===== src/rtl/jtframe_sdram_arb.sv =====
// Round-robin arbiter sharing one SDRAM read port among SLOTS ROM requesters,
// with a one-word hit cache per slot, loop_rst abort and download invalidation.
module jtframe_sdram_arb #(
  parameter int unsigned SLOTS = 4,
  parameter int unsigned AW    = 22,
  parameter int unsigned DW    = 32
) (
  input  logic                clk_rom,
  input  logic                rst_n,
  input  logic [SLOTS-1:0]    slot_req,
  input  logic [SLOTS*AW-1:0] slot_addr,
  output logic [SLOTS-1:0]    slot_ok,
  output logic [SLOTS*DW-1:0] slot_dout,
  output logic                sdram_req,
  input  logic                sdram_ack,
  output logic [AW-1:0]       sdram_addr,
  input  logic [DW-1:0]       data_read,
  input  logic                data_rdy,
  input  logic                loop_rst,
  input  logic                downloading,
  output logic                busy
);

  localparam int unsigned IW = (SLOTS > 1) ? $clog2(SLOTS) : 1;

  typedef enum logic [1:0] {IDLE, REQ, WAIT} state_t;

  state_t              state_q, state_d;
  logic [IW-1:0]       ptr_q, ptr_d, gnt_q, gnt_d;
  logic [AW-1:0]       addr_q, addr_d;
  logic                req_q, req_d, busy_q, busy_d;
  logic [SLOTS-1:0]    valid_q, valid_d, ok_q, ok_d;
  logic [SLOTS*AW-1:0] tag_q, tag_d;
  logic [SLOTS*DW-1:0] dout_q, dout_d;
  logic [SLOTS-1:0]    hit, miss;
  logic                gnt_found, fill;
  logic [IW-1:0]       gnt_sel;
  logic [AW-1:0]       gnt_addr;

  // Cache lookup per slot
  always_comb begin
    hit  = '0;
    miss = '0;
    for (int unsigned i = 0; i < SLOTS; i++) begin
      hit[i]  = slot_req[i] & valid_q[i] & (slot_addr[i*AW +: AW] == tag_q[i*AW +: AW]);
      miss[i] = slot_req[i] & ~hit[i];
    end
  end

  // First missing slot after the pointer; later (nearer) candidates overwrite farther ones
  always_comb begin
    gnt_found = 1'b0;
    gnt_sel   = '0;
    gnt_addr  = '0;
    for (int unsigned k = 0; k < SLOTS; k++) begin
      for (int unsigned i = 0; i < SLOTS; i++) begin
        if (miss[i] && (((32'(ptr_q) + (SLOTS - k)) % SLOTS) == i)) begin
          gnt_found = 1'b1;
          gnt_sel   = IW'(i);
          gnt_addr  = slot_addr[i*AW +: AW];
        end
      end
    end
  end

  always_comb begin
    state_d = state_q;
    ptr_d   = ptr_q;
    gnt_d   = gnt_q;
    addr_d  = addr_q;
    req_d   = req_q;
    valid_d = valid_q;
    tag_d   = tag_q;
    dout_d  = dout_q;
    fill    = 1'b0;
    ok_d    = hit & {SLOTS{~downloading}};

    case (state_q)
      IDLE: begin
        if (!downloading && !loop_rst && gnt_found) begin
          gnt_d   = gnt_sel;
          addr_d  = gnt_addr;
          req_d   = 1'b1;
          state_d = REQ;
        end
      end
      REQ: begin
        if (sdram_ack) begin
          req_d = 1'b0;
          if (data_rdy) begin
            fill    = 1'b1;
            state_d = IDLE;
          end else begin
            state_d = WAIT;
          end
        end
      end
      WAIT: begin
        if (data_rdy) begin
          fill    = 1'b1;
          state_d = IDLE;
        end
      end
      default: state_d = IDLE;
    endcase

    // Abort discards the fetch but keeps cache and pointer
    if (loop_rst) begin
      state_d = IDLE;
      req_d   = 1'b0;
      fill    = 1'b0;
    end

    if (fill) begin
      ptr_d = gnt_q;
      for (int unsigned i = 0; i < SLOTS; i++) begin
        if (IW'(i) == gnt_q) begin
          dout_d[i*DW +: DW] = data_read;
          tag_d[i*AW +: AW]  = addr_q;
          valid_d[i]         = 1'b1;
        end
      end
    end

    if (downloading) valid_d = '0;

    busy_d = (state_d != IDLE);
  end

  always_ff @(posedge clk_rom) begin
    if (!rst_n) begin
      state_q <= IDLE;
      ptr_q   <= IW'(SLOTS - 1);
      gnt_q   <= '0;
      addr_q  <= '0;
      req_q   <= 1'b0;
      busy_q  <= 1'b0;
      valid_q <= '0;
      ok_q    <= '0;
      tag_q   <= '0;
      dout_q  <= '0;
    end else begin
      state_q <= state_d;
      ptr_q   <= ptr_d;
      gnt_q   <= gnt_d;
      addr_q  <= addr_d;
      req_q   <= req_d;
      busy_q  <= busy_d;
      valid_q <= valid_d;
      ok_q    <= ok_d;
      tag_q   <= tag_d;
      dout_q  <= dout_d;
    end
  end

  assign slot_ok    = ok_q;
  assign slot_dout  = dout_q;
  assign sdram_req  = req_q;
  assign sdram_addr = addr_q;
  assign busy       = busy_q;

endmodule

===== config.mk =====
export PLATFORM = sky130hd
export DESIGN_NAME = jtframe_sdram_arb
export DESIGN_NICKNAME = d
export VERILOG_FILES = /design/src/rtl/jtframe_sdram_arb.sv
export SDC_FILE = /design/constraint.sdc
export NUM_CORES = 1
export LEC_CHECK = 0
export ABC_AREA = 1
export CORE_MARGIN = 1.5
export CORE_UTILIZATION = 45
export CTS_CLUSTER_DIAMETER = 60
export CTS_CLUSTER_SIZE = 40
export DETAILED_ROUTE_END_ITERATION = 10
export PLACE_DENSITY = 0.74
export SLEW_MARGIN = 20
export SYNTH_ARGS = -nofsm -noshare
export SYNTH_HDL_FRONTEND = slang
export SYNTH_SLANG_ARGS = --single-unit

===== constraint.sdc =====
create_clock -name clk_rom -period 3.7 [get_ports clk_rom]
set_input_delay 0.74 -clock clk_rom [delete_from_list [all_inputs] [get_ports clk_rom]]
set_output_delay 0.74 -clock clk_rom [all_outputs]
set_load 0.01 [all_outputs]

==> impl_metrics.toml <==
[global_route]
grt_pass1_vias = 16600
track_usage_pct = 37.5
grt_max_degree = 81
antenna_found_initial = 2
grt_overflow_total = 0
grt_pass1_wl_um = 95700

[routing]
vias = 17000
drt_iter0_drc = 1566
routed_via_density = 5.60
drt_first_pass_iters = 5
wl_per_cell_um = 20.5
ant_nets = 0
routed_wirelength_um = 62500
drc = 0

[synth]
synth_mux_area_share_pct = 0
avgSynthCellArea_sq_um = 6.15
async_flop_share_pct = 0
synth_top_flop_cell = "dfxtp_1"
synthSimpleGateAreaFrac_pct = 28.3
seq_area_frac_synth_pct = 35.6
synth_xor_xnor_area_share_pct = 0.796
syn_nets = 2459
mappedNetlistArea_sq_mm = 0.0143
synth-compound-area-share_pct = 22.5
yosys_warnings = 0
synth_top_family_by_area = "simple AND/OR/NAND/NOR gates"
yosysUniqueCellTypes = 36
synth_edf_count = 0
synth_fa_ha_area_share_pct = 0.350
synth_seq_cells = 254
synthCells = 2325

[setup_path]
r2r-start = "tag_q[45]$_SDFFE_PN0P_"
cp.buffers_inverters = 4
cp_max_fo = 35
r2r-end = "sdram_addr[7]$_SDFFE_PN0P_"
end_kind = "flip-flop"
reg2reg_setup_slack_ns = 0.80
crit_top_cell = "nand2_1"
critPathSlowestCell = "clkdlybuf4s50_1"
cp.depth = 19
cp_data_arrival_time_ns = 3.70
crit_family = "simple AND/OR/NAND/NOR gates"
crit_type = "in -> reg"
path_cells = "clkdlybuf4s50_1 > inv_1 > nand2_1 > nand2_1 > nor2_1 > nand2_1 > nor2_1 > nand3_4 > nand2_2 > nor2_2 > inv_1 > nand2_1 > nor4_4 > nand4_2 > nand3_2 > buf_12 > nor2_1 > nand2_1 > a21oi_2"
worstRegToRegCells = 18
cpPeakStageDelay_ns = 0.56
required_ns = 4.09
cp-startpoint = "slot_addr[46]"
startpoint_type = "primary input"
crit_end = "sdram_addr[7]$_SDFFE_PN0P_"

[clocking]
cts_tree = "built"
clk_pin_slew_ns = 0.07
cts_buffers = 23
insertion_delay_ns = 0.57
cts_root_buf = "clkbuf_16"
ctsHoldBuffers = 0
numClockSinks = 254
cts.htree.levels = 1
post_cts_resized = 0
post-cts-setup-buffer-count = 0
clock_path_buffers = 3

[status]
status = "finished, final reports clean"

[layout]
syn2layout_area_growth_pct = 33.2
fillers = 2974
drive_gt1_share_pct = 9.77
final_core_util_pct = 60.7
num-nets-final = 2760

[floorplan]
core_area_sq_mm = 0.0314
ios = 286
dieHeight_um = 181
die_w_um = 181
initial_utilization_pct = 45.5
die_area_sq_mm = 0.0328
rows = 65

[power_and_ir_drop]
power.share.switching_pct = 29.2
p_leak_nw = 7.92
p_int_w = 0.00442
power_density_mw_per_mm2 = 328
vdd_drop_max_uv = 374
p_comb_share_pct = 14.6
switchingPower_w = 0.00182
p_clk_share_pct = 40.5
p_seq_share_pct = 44.8

[placement]
hpwl_um = 46200
gp_congestion = 1.07
port-buffer-count = 285

[timing]
hold_viol = 0
worst_pin_slew_ns = 0.747
final_max_slew_viol_count = 0
period_share_pct = 89.5
fmax_mhz = 302
worst_hold_slack_ns = 0.444
setup_viol = 0
max_slew_margin_pct = 50.2
min_period_ns = 3.31
clock_skew_ns = 0.0417
grt_setup_unrepaired = "false"

[flow_run]
max_cap_viol_count = 0

[hold_path]
min_path_type = "reg -> reg"
## placed cells by master, fill, tap and decap left out, types with 2 or more instances in the layout
cell,n
a21oi_1,284
a21oi_2,10
dfxtp_1,253
inv_16,2
nand2_4,2
inv_2,33
buf_4,132
buf_12,9
or2_2,2
nor2_2,2
clkinvlp_4,3
clkbuf_16,23
clkinv_2,2
nand3_2,2
xnor2_1,11
clkbuf_8,2
nor3_1,8
clkdlybuf4s50_1,284
nand3_1,100
ha_1,4
o22ai_1,5
nand2_2,18
nand2_1,588
a221oi_1,25
o21ai_1,23
o21ai_0,263
clkinv_4,3
inv_6,3
nand3_4,3
nand4_1,51
inv_1,282
xor2_1,2
nor2_1,196
## registers in the layout (all words and copies together), names as in the netlist
register	count
slot_ok	4
tag_q	88
busy	1
ptr_q	2
gnt_q	2
sdram_addr	22
slot_dout	128
state_q	2
sdram_req	1
valid_q	4
## cell usage after synthesis, types with 23 or more instances
cell type	count	area (sq um)
nand2_1	590	2210
a21oi_1	284	1420
inv_1	283	1060
o21ai_0	263	1320
dfxtp_1	254	5080
nor2_1	197	739
clkbuf_1	129	484
nand3_1	102	510
nand4_1	51	319
inv_2	33	124
a221oi_1	25	219
o21ai_1	23	115
## stage by stage
step / setup TNS [ns] / std cells / total power [W] / worst slack [ns] / cell area (sq um)
floorplan: 0 / 2325 / 0.00322 / 0.982 / 14300
global placement: -0.0373 / 3003 / 0.00374 / -0.00934 / 18300
detailed placement: -1.38 / 3003 / 0.00374 / -0.0916 / 18300
CTS: 0 / 3044 / 0.00624 / 0.442 / 19000
global route: 0 / 3044 / 0.00644 / 0.185 / 19000
finish: 0 / 3045 / 0.00624 / 0.387 / 19000
## cell type report
cell class	count	area (sq um)	area share [%]
clock buffers	26	607	3.19
repair buffers	425	4010	21.1
well taps	402	503	2.64
multi-input cells	1606	7460	39.2
flip-flops and latches	254	5090	26.7
clock inverters	15	178	0.933
inverters	316	1190	6.24
diodes	1	2.50	0.0131
## tightest hold or removal path: stages, from the launching register on
cell and delay [ns]:
dfxtp_1 0.31, inv_1 0.04, a21oi_1 0.05
## power by group through the flow
stage	Clock (W)	Combinational [W]	Sequential [W]
floorplan	0	0.000383	0.00284
global placement	0	0.000882	0.00286
detailed placement	0	0.000885	0.00286
CTS	0.00255	0.000891	0.00279
global route	0.00266	0.000979	0.00280
finish	0.00253	0.000913	0.00280
## logic make-up (layout without fill, tap and decap cells)
group / Yosys count / in the layout
xor gates and xnor gates: 13 / 13
and+or+nand+nor: 976 / 976
other: 0 / 1
adders and majority gates: 4 / 4
AOI/OAI and AO/OA: 613 / 613
DFF: 254 / 254
buffers and inverters: 465 / 782
## layer usage
layer / part of all wire [%] / track usage, % / vias to the layer above
met2: 46 / 60.7 / 891
met3: 9.6 / 8.67 / 211
met4: 7.6 / 24.7 / 2
met5: 0.021 / 0 / -
met1: 37 / 44.5 / 7870
li1: - / - / 8074
## worst min-delay path by stage
stage,startpoint,to,cells past startpoint
finish,slot_dout[85]$_SDFFE_PN0P_,slot_dout[85]$_SDFFE_PN0P_,2
global route,slot_dout[95]$_SDFFE_PN0P_,slot_dout[95]$_SDFFE_PN0P_,2
CTS,slot_dout[68]$_SDFFE_PN0P_,slot_dout[68]$_SDFFE_PN0P_,2
detailed placement,slot_dout[19]$_SDFFE_PN0P_,slot_dout[19]$_SDFFE_PN0P_,2
global placement,slot_dout[84]$_SDFFE_PN0P_,slot_dout[84]$_SDFFE_PN0P_,2
floorplan,valid_q[1]$_SDFFE_PP0P_,valid_q[1]$_SDFFE_PP0P_,2
Power figures use the tool's default switching activity.
